**src/rtl/pipe_lmsm_ctrl.sv**
```systemverilog
// Pipeline sequencing controller: stage load/hold, PC enable, load-use stall,
// branch flush and LM/SM expansion into one micro-op per listed register.
module pipe_lmsm_ctrl #(
    parameter int unsigned NSTAGE  = 5,
    parameter int unsigned RLIST_W = 8,
    parameter int unsigned RADDR_W = 3
) (
    input  logic               clk,
    input  logic               resetn,
    input  logic               id_is_lmsm,
    input  logic               id_is_lm,
    input  logic [RLIST_W-1:0] id_rlist,
    input  logic               loaduse_hazard,
    input  logic               branch_taken,
    output logic [NSTAGE-1:0]  stage_ld,
    output logic [NSTAGE-1:0]  stage_hold,
    output logic               pc_we,
    output logic               seq_active,
    output logic               seq_is_lm,
    output logic [RADDR_W-1:0] seq_reg_addr,
    output logic [RADDR_W-1:0] seq_offset,
    output logic               seq_last
);

    typedef enum logic [1:0] {IDLE, SETUP, SEQ} state_t;

    state_t               state, state_nxt;
    logic [RLIST_W-1:0]   rlist_q, rlist_nxt;
    logic [RADDR_W-1:0]   offset_q, offset_nxt;
    logic                 is_lm_q, is_lm_nxt;

    logic [NSTAGE-1:0]    ld_c, hold_c;
    logic                 pc_we_c, active_c, last_c;
    logic [RADDR_W-1:0]   addr_c, off_c;
    logic [RADDR_W-1:0]   low_idx;
    logic [RLIST_W-1:0]   rlist_rest;
    logic                 single;

    // Index of the lowest set bit; scanning downward lets the lowest hit win.
    always_comb begin
        low_idx = '0;
        for (int i = int'(RLIST_W) - 1; i >= 0; i--) begin
            if (rlist_q[i]) low_idx = RADDR_W'(i);
        end
    end

    assign rlist_rest = rlist_q & (rlist_q - RLIST_W'(1));
    assign single     = (rlist_q != '0) && (rlist_rest == '0);

    // State, latched register list, micro-op offset and LM/SM type.
    always_ff @(posedge clk or negedge resetn) begin
        if (!resetn) begin
            state    <= IDLE;
            rlist_q  <= '0;
            offset_q <= '0;
            is_lm_q  <= 1'b0;
        end else begin
            state    <= state_nxt;
            rlist_q  <= rlist_nxt;
            offset_q <= offset_nxt;
            is_lm_q  <= is_lm_nxt;
        end
    end

    always_comb begin
        state_nxt  = state;
        rlist_nxt  = rlist_q;
        offset_nxt = offset_q;
        is_lm_nxt  = is_lm_q;
        ld_c       = '1;
        hold_c     = '0;
        pc_we_c    = 1'b1;
        active_c   = 1'b0;
        last_c     = 1'b0;
        addr_c     = '0;
        off_c      = '0;

        if (branch_taken) begin
            ld_c[2:0]  = 3'b000;
            state_nxt  = IDLE;
            rlist_nxt  = '0;
            offset_nxt = '0;
        end else begin
            unique case (state)
                IDLE: begin
                    if (loaduse_hazard) begin
                        pc_we_c     = 1'b0;
                        hold_c[1:0] = 2'b11;
                        ld_c[2]     = 1'b0;
                    end else if (id_is_lmsm && (id_rlist != '0)) begin
                        pc_we_c    = 1'b0;
                        hold_c[0]  = 1'b1;
                        ld_c[1]    = 1'b0;
                        rlist_nxt  = id_rlist;
                        is_lm_nxt  = id_is_lm;
                        offset_nxt = '0;
                        state_nxt  = SETUP;
                    end
                end
                SETUP: begin
                    pc_we_c   = 1'b0;
                    hold_c[0] = 1'b1;
                    if (loaduse_hazard) begin
                        hold_c[1] = 1'b1;
                        ld_c[2]   = 1'b0;
                    end else begin
                        ld_c[1]   = 1'b0;
                        state_nxt = SEQ;
                    end
                end
                SEQ: begin
                    pc_we_c   = 1'b0;
                    hold_c[0] = 1'b1;
                    addr_c    = low_idx;
                    off_c     = offset_q;
                    if (loaduse_hazard) begin
                        hold_c[1] = 1'b1;
                        ld_c[2]   = 1'b0;
                    end else begin
                        active_c   = 1'b1;
                        last_c     = single;
                        rlist_nxt  = rlist_rest;
                        offset_nxt = offset_q + RADDR_W'(1);
                        if (single) state_nxt = IDLE;
                    end
                end
                default: state_nxt = IDLE;
            endcase
        end
    end

    // Everything is forced low while reset is asserted, independent of the clock.
    assign stage_ld     = resetn ? ld_c     : '0;
    assign stage_hold   = resetn ? hold_c   : '0;
    assign pc_we        = resetn & pc_we_c;
    assign seq_active   = resetn & active_c;
    assign seq_is_lm    = resetn & is_lm_q;
    assign seq_reg_addr = resetn ? addr_c   : '0;
    assign seq_offset   = resetn ? off_c    : '0;
    assign seq_last     = resetn & last_c;

endmodule

```
**config.mk**
```make
export PLATFORM = sky130hd
export DESIGN_NAME = pipe_lmsm_ctrl
export DESIGN_NICKNAME = d
export VERILOG_FILES = /design/src/rtl/pipe_lmsm_ctrl.sv
export SDC_FILE = /design/constraint.sdc
export NUM_CORES = 1
export LEC_CHECK = 0
export BUFFER_PORTS_ARGS = -buffer_cell sky130_fd_sc_hd__buf_2
export CAP_MARGIN = 20
export CORE_UTILIZATION = 46
export DETAILED_ROUTE_END_ITERATION = 16
export PLACE_DENSITY = 0.78
export SKIP_CTS_REPAIR_TIMING = 1
export SLEW_MARGIN = 5
export SYNTH_ARGS = -nofsm -noshare
export SYNTH_HDL_FRONTEND = slang
export SYNTH_SLANG_ARGS = --single-unit
```
**constraint.sdc**
```tcl
create_clock -name clk -period 2.05 [get_ports clk]
set_input_delay 0.205 -clock clk [delete_from_list [all_inputs] [get_ports clk]]
set_output_delay 0.205 -clock clk [all_outputs]
set_load 0.02 [all_outputs]
```
# After elaboration in Yosys (flattened, before gate mapping)
# Index checks and enable logic that the tools add are counted.
[word_totals] regBits=14 inputBits=14 output_inout_bits=20 wordCells=85
[op_classes] add_sub_neg=2 eq_ne=7 muxes=53 bitwise_logic=7 reduce_logical=12
[ops] operator="3-bit 2-to-1 mux" n=18
[ops] operator="8-bit 2-to-1 mux" n=4
[ops] operator="2-bit 2-to-1 mux" n=9
[ops] operator="8-bit case mux with 2 select lines" n=1
[ops] operator="8-bit nonzero test" n=2
[ops] operator="1-bit 2-to-1 mux" n=15
[ops] operator="3-bit != test (second input constant)" n=5
[ops] operator="8-bit AND" n=1
[ops] operator="8-bit zero test" n=1
[ops] operator="4-bit AND reduction" n=2
[ops] operator="8-bit by 1-bit subtractor with 8-bit output (second input constant)" n=1
[ops] operator="2-bit case mux with 3 select lines" n=1
[ops] operator="3-bit case mux with 2 select lines" n=1
[ops] operator="5-bit 2-to-1 mux" n=1
[ops] operator="5-bit AND reduction" n=1
[ops] operator="1-bit AND" n=4
[ops] operator="1-bit case mux with 2 select lines" n=2
[ops] operator="2-bit case mux with 2 select lines" n=1
[ops] operator="3-bit by 1-bit adder with 3-bit output (second input constant)" n=1
[ops] operator="3-bit nonzero test" n=1
[ops] operator="3-bit OR reduction" n=1
[ops] operator="2-bit by 1-bit == test with 1-bit output (second input constant)" n=1
[ops] operator="2-bit == test (second input constant)" n=1
[ops] operator="1-bit logical AND" n=2
[ops] operator="other kinds (3)" n=4

# Logic depth before layout (Yosys ltp)
# Gate-level depths: netlist of run 1.
[logic_depth] depth_word=11 mapped_depth=7 depth_no_buf=7

# Least setup slack after synthesis of run 1
# OpenSTA, ideal clock, no wires.
[synth_path] path_type="register to output" startpoint="reg rlist_q[0]" endpoint="out seq_last" arrival_time_ns=1.839 required_ns=1.845 setup_slack_ns=0.006 stages_incl_launch_ff=6 n_path_buf=2 cell_sequence="dfrtp_1 > buf_6 > or4_1 > buf_2 > o311a_1 > nor4_1"
[synth_via] elab_chain_len=8 elab_cells_between_ends=9 classes_between="add/sub (1); mux (3); bitwise (2); reduce/logical (3)"
[synth_lines] item="start, declared" line="28" source="logic [RLIST_W-1:0] rlist_q, rlist_nxt;"
[synth_lines] item="start signal, assigned" line="59" source="rlist_q <= rlist_nxt;"
[synth_lines] item="8-bit by 1-bit subtractor with 8-bit output" line="47" source="assign rlist_rest = rlist_q & (rlist_q - RLIST_W'(1));"
[synth_lines] item="8-bit AND" line="47"
[synth_lines] item="8-bit zero test" line="48" source="assign single = (rlist_q != '0) && (rlist_rest == '0);"
[synth_lines] item="1-bit logical AND (*)" line="48"
[synth_lines] item="1-bit 2-to-1 mux (*)" line="116" source="if (loaduse_hazard) begin"
[synth_lines] item="1-bit 2-to-1 mux (*)" line="84" source="unique case (state)"
[synth_lines] item="1-bit 2-to-1 mux (*)" line="78" source="if (branch_taken) begin"
[synth_lines] item="1-bit AND (*)" line="140" source="assign seq_last = resetn & last_c;"
[synth_lines] item="end, declared" line="22" source="output logic seq_last"
# Every way passes the cells marked *; elsewhere a longest branch is shown, timed or not.

# Final worst setup path of run 1
[layout_path] startpoint="reg rlist_q[2]" endpoint="out seq_last"
# The elaborated chain is that of the path after synthesis.

==> impl_metrics.env, run 1 <==
export IMPL_status="finished with violations"
export IMPL_violations="hold timing, setup timing"
export IMPL_ir_drop_uv=829.5
export IMPL_root_buffer="clkbuf_4"
export IMPL_path_class="flop to output port"
export IMPL_die_x_microns=51.75
export IMPL_grt_max_degree=17
export IMPL_synth_seq_cells=14
export IMPL_yosysSeqAreaShare_pct=30.77
export IMPL_drt_first_pass_iters=4
export IMPL_globalplace_congestion=0.8857
export IMPL_end_kind="output port"
export IMPL_netlist_top_cells_count="14 x dfrtp_1, 11 x nand2_1, 10 x nor3_1"
export IMPL_grtUsageMet1_pct=30.55
export IMPL_clk_pin_slew_ns=0.11
export IMPL_setup_ws_ns=-0.1235
export IMPL_hp_class="primary input to async pin"
export IMPL_grt_pass1_wl_microns=4830
export IMPL_rsz0062_at_grt="true"
export IMPL_total_power_mw=1.869
export IMPL_synthCells=132
export IMPL_r2r_end="state[0]"
export IMPL_wl_microns=2872
export IMPL_synth_ff_type="dfrtp_1"
export IMPL_boundaryPins=34
export IMPL_numCtsBuffers=3
export IMPL_hpwl_microns=2237
export IMPL_vias=1138
export IMPL_start_kind="flop"
export IMPL_synthToLayoutAreaGrowth_pct=25.71
export IMPL_yosysMostFrequentCell="dfrtp_1"
export IMPL_antenna_found_initial=0
export IMPL_yosys_area_top_type="dfrtp_1"
export IMPL_nNetsFinal=190
export IMPL_synthTopCellsByArea="dfrtp_1 31%, ha_1 6.6%, a22o_1 6.2%"
export IMPL_max_cap_viol_count=0
export IMPL_insertedDiodeCount=0
export IMPL_htreeDepth=1
export IMPL_met3_usage_pct=3.216
export IMPL_fin_crit_ns=2.174
export IMPL_synth_edf_count=0
export IMPL_post_drt_wl_per_cell_microns=14.58
export IMPL_grt_usage_pct=24.54
export IMPL_required_ns=1.85
export IMPL_power_density_nw_per_um2=1306
export IMPL_place_area_sq_um=1345
export IMPL_grt_busiest_layer="met2"
export IMPL_port_buffers=30
export IMPL_grt_overflow=0
export IMPL_holdWs_ns=-0.2720
export IMPL_clk_latency_ns=0.30
export IMPL_rrSetupSlack_ns=0.04
export IMPL_synth_top_area_share_pct=30.77
export IMPL_cts_sinks=14
export IMPL_rr_startpoint="rlist_q[2]"
export IMPL_slew_viol_final=0
export IMPL_row_count=17
export IMPL_fin_area_sq_um=1431
export IMPL_setup_viol=1
export IMPL_r2r_cells=5
export IMPL_async_flop_share_pct=100.0
export IMPL_fin_skew_ns=0.01681
export IMPL_initial_core_util_pct=50.03
export IMPL_via_per_inst=5.777
export IMPL_die_h_microns=51.75
export IMPL_critPathMaxFanout=5
export IMPL_final_util_pct=62.89
export IMPL_leakage_nw=0.7102
export IMPL_instances_no_fill=197
export IMPL_syn_area_per_cell_sq_um=8.626
export IMPL_drt_initial_drc_count=27
export IMPL_yosysWarnings=0
export IMPL_drc=0
export IMPL_yosys_cell_types_count=40
export IMPL_placed_cells=193
export IMPL_grt_pass1_vias=1089
export IMPL_fmax_mhz=460.1
export IMPL_worst_endpoint_arrival_ns=1.97
export IMPL_dieArea_sq_um=2678
export IMPL_core_area_sq_um=2276
export IMPL_synthesis_area_sq_um=1139
export IMPL_cts_tree="done"
export IMPL_final_layout_size_suffix_gt1_share_pct=37.87
export IMPL_hold_viol_final=3
export IMPL_ant_nets=0
export IMPL_timing_final_crit_share_pct=106.0
export IMPL_clock_path_buffers=2
export IMPL_grtUsageMet2_pct=41.77
-- worst max-delay path, cell delays in order (launching register included) --
cell	delay [ns]
dfrtp_2	0.47
or4_4	0.59
nor4_4	0.26
o31a_1	0.16
nor4_1	0.04
buf_2	0.15
-- through the flow --
step / setup WS (ns) / setup TNS (ns)
6_report: -0.1235 / -0.1235
5_1_grt: -0.1926 / -0.3088
4_1_cts: -0.1928 / -0.7481
3_5_place_dp: -0.01520 / -0.03377
3_3_place_gp: 0.03332 / 0
2_1_floorplan: 0.005560 / 0
-- where the power goes --
part	total [mW]	internal (mW)	switching, mW
Clock	0.221	0.108	0.113
Sequential	0.547	0.377	0.170
Combinational	1.10	0.535	0.566
-- final cells by class --
class                           count  area (sq um)
Fill cell                         206         844.6
Multi-Input combinational cell    101         725.7
Sequential cell                    14         354.1
Timing Repair Buffer               43         254.0
Inverter                            7         26.28
Clock buffer                        4         36.28
Tap cell                           28         35.03
-- cells in the final DEF, fill, tap and decap left out, types with 5 or more instances in the layout --
cell	instances
buf_2	29
buf_4	13
dfrtp_1	11
nand2_1	10
nor2_1	8
a22o_1	8
nor3_1	7
o21ai_0	7
inv_1	6
nor4_1	5
a21oi_1	5
ha_1	5
-- routing by layer --
layer	vias to the layer above	part of all wire, %
met5	-	0
met4	0	1.1
met3	2	4.2
met2	34	51
met1	554	43
li1	548	-
-- cell families after synthesis --
group / synth area share (%)
and+or+nand+nor: 27.47
AOI/OAI and AO/OA: 20.11
buffers and inverters: 9.670
DFF: 30.77
adders and majority gates: 7.472
muxes: 4.175
other: 0.3294
-- flip-flops by register name, indices dropped and copies added (netlist names) --
name	flops
state	2
is_lm_q	1
rlist_q	8
offset_q	3
-- how the worst max path moves through the flow --
stage | start | end | slack [ns] | depth (start not counted)
2_1_floorplan | rlist_q[0] | seq_last | 0.006 | 5
3_3_place_gp | rlist_q[2] | state[0] | 0.03 | 5
3_5_place_dp | state[1] | rlist_q[4] | -0.02 | 7
4_1_cts | rlist_q[2] | seq_last | -0.19 | 5
5_1_grt | rlist_q[2] | seq_last | -0.19 | 5
6_report | rlist_q[2] | seq_last | -0.12 | 5
No activity file was read; power rests on OpenSTA's default activity.
==> inputs of run 2 (changes only) <==
Settings changed: CORE_ASPECT_RATIO from default to 1.1.
==> impl_metrics.env, run 2 (same netlist as run 1, synthesis figures left out) <==
export IMPL_status="finished with violations"
export IMPL_via_per_inst=5.566
export IMPL_drt_first_pass_iters=4
export IMPL_grt_usage_pct=22.08
export IMPL_mostFrequentLayoutCells="30 x buf_2, 18 x buf_4, 12 x dfrtp_1, 11 x nand2_1, 9 x nor3_1"
export IMPL_core_area_sq_um=2297
export IMPL_fin_skew_ns=0.009623
export IMPL_initial_core_util_pct=49.56
export IMPL_fin_crit_ns=2.155
export IMPL_timing_final_crit_share_pct=105.1
export IMPL_boundaryPins=34
export IMPL_critPathMaxFanout=5
export IMPL_htreeDepth=1
export IMPL_slew_viol_final=0
export IMPL_grt_pass1_wl_microns=4416
export IMPL_root_buffer="clkbuf_4"
export IMPL_fillers=209
export IMPL_globalplace_congestion=0.9185
export IMPL_drc=0
export IMPL_ant_nets=0
export IMPL_setup_ws_ns=-0.1046
export IMPL_nNetsFinal=196
export IMPL_fmax_mhz=464.1
export IMPL_die_x_microns=49.44
export IMPL_clk_latency_ns=0.28
export IMPL_numCtsBuffers=3
export IMPL_place_ws_ns=-0.01324
export IMPL_grt_overflow=0
export IMPL_clk_pin_slew_ns=0.08
export IMPL_vias=1141
export IMPL_multi_input_area_sq_um=716.9
export IMPL_seq_area_sq_um=352.8
export IMPL_leakage_nw=0.7367
export IMPL_post_drt_wl_per_cell_microns=13.96
export IMPL_grt_pass1_vias=1010
export IMPL_hold_viol_final=0
export IMPL_insertedDiodeCount=0
export IMPL_rrSetupSlack_ns=0.09
export IMPL_synthToLayoutAreaGrowth_pct=28.68
export IMPL_antenna_found_initial=0
export IMPL_end_kind="output port"
export IMPL_row_count=18
export IMPL_required_ns=1.85
export IMPL_path_delay_family="simple AND/OR/NAND/NOR gates"
export IMPL_cts_sinks=14
export IMPL_crit_slowest_cell="or4_4"
export IMPL_die_h_microns=54.18
export IMPL_port_buffers=30
export IMPL_final_layout_size_suffix_gt1_share_pct=37.71
export IMPL_path_class="flop to output port"
export IMPL_grt_max_degree=17
export IMPL_cts_tree="done"
export IMPL_layout_cells_most_common="buf_2"
export IMPL_max_cap_viol_count=0
export IMPL_crit_buf_inv=2
export IMPL_rsz0062_at_grt="true"
export IMPL_wl_microns=2861
export IMPL_start_kind="flop"
export IMPL_worst_endpoint_arrival_ns=1.95
export IMPL_power_density_nw_per_um2=1289
export IMPL_cp_slowest_stage_delay_ns=0.56
export IMPL_violations="setup timing"
export IMPL_clock_path_buffers=2
export IMPL_largest_register_ffs=8
export IMPL_critical_path_cell_chain="or4_4, buf_4, o311a_1, nor4_1, buf_2"
export IMPL_hpwl_microns=2220
export IMPL_reg_top3="rlist_q x8, offset_q x3, state x2"
export IMPL_drt_initial_drc_count=26
export IMPL_setup_viol=1
export IMPL_hp_class="primary input to flop"
export IMPL_tns_ns=-0.1046
export IMPL_dieArea_sq_um=2678
export IMPL_max_flop_register="rlist_q"
export IMPL_ir_drop_uv=929.3
run 2: through the flow:
step / hold WS (ns) / power [mW] / util, % / area (sq um) / std cells
2_1_floorplan: -0.09059 / 1.254 / - / 1146 / 134
3_3_place_gp: 0.04892 / 1.564 / 59.64 / 1370 / 198
3_5_place_dp: 0.05247 / 1.599 / 59.64 / 1370 / 198
4_1_cts: -0.2605 / 1.806 / 61.22 / 1406 / 202
5_1_grt: 0.1303 / 2.027 / 63.78 / 1465 / 205
6_report: 0.1408 / 1.889 / 63.78 / 1465 / 205
run 2: path summary, 6_finish.rpt:
kind	endpoint	from	depth (start not counted)
min	is_lm_q	id_is_lm	2
min reg2reg	is_lm_q	is_lm_q	1
max reg2reg	state[0]	rlist_q[2]	5
max	seq_last	rlist_q[2]	5
max in group asynchronous	rlist_q[2]	resetn	3
min in group asynchronous	state[1]	resetn	2
run 2: power breakdown:
part / switching (mW) / internal, mW
combinational: 0.583 / 0.582
clock: 0.0968 / 0.108
sequential: 0.143 / 0.376
run 2: area by class of cell:
class	count	area share (%)
multi-input cells	101	48.93
flip-flops and latches	14	24.08
repair buffers	49	20.15
well taps	30	2.562
clock buffers	4	2.477
inverters	7	1.793
run 2: routing by layer:
layer	vias up	global-route usage [%]	routed length (microns)
met5	-	0	0
met4	0	9.048	13
met3	2	2.825	149
met2	43	39.73	1442
met1	538	27.01	1256
li1	558	-	-
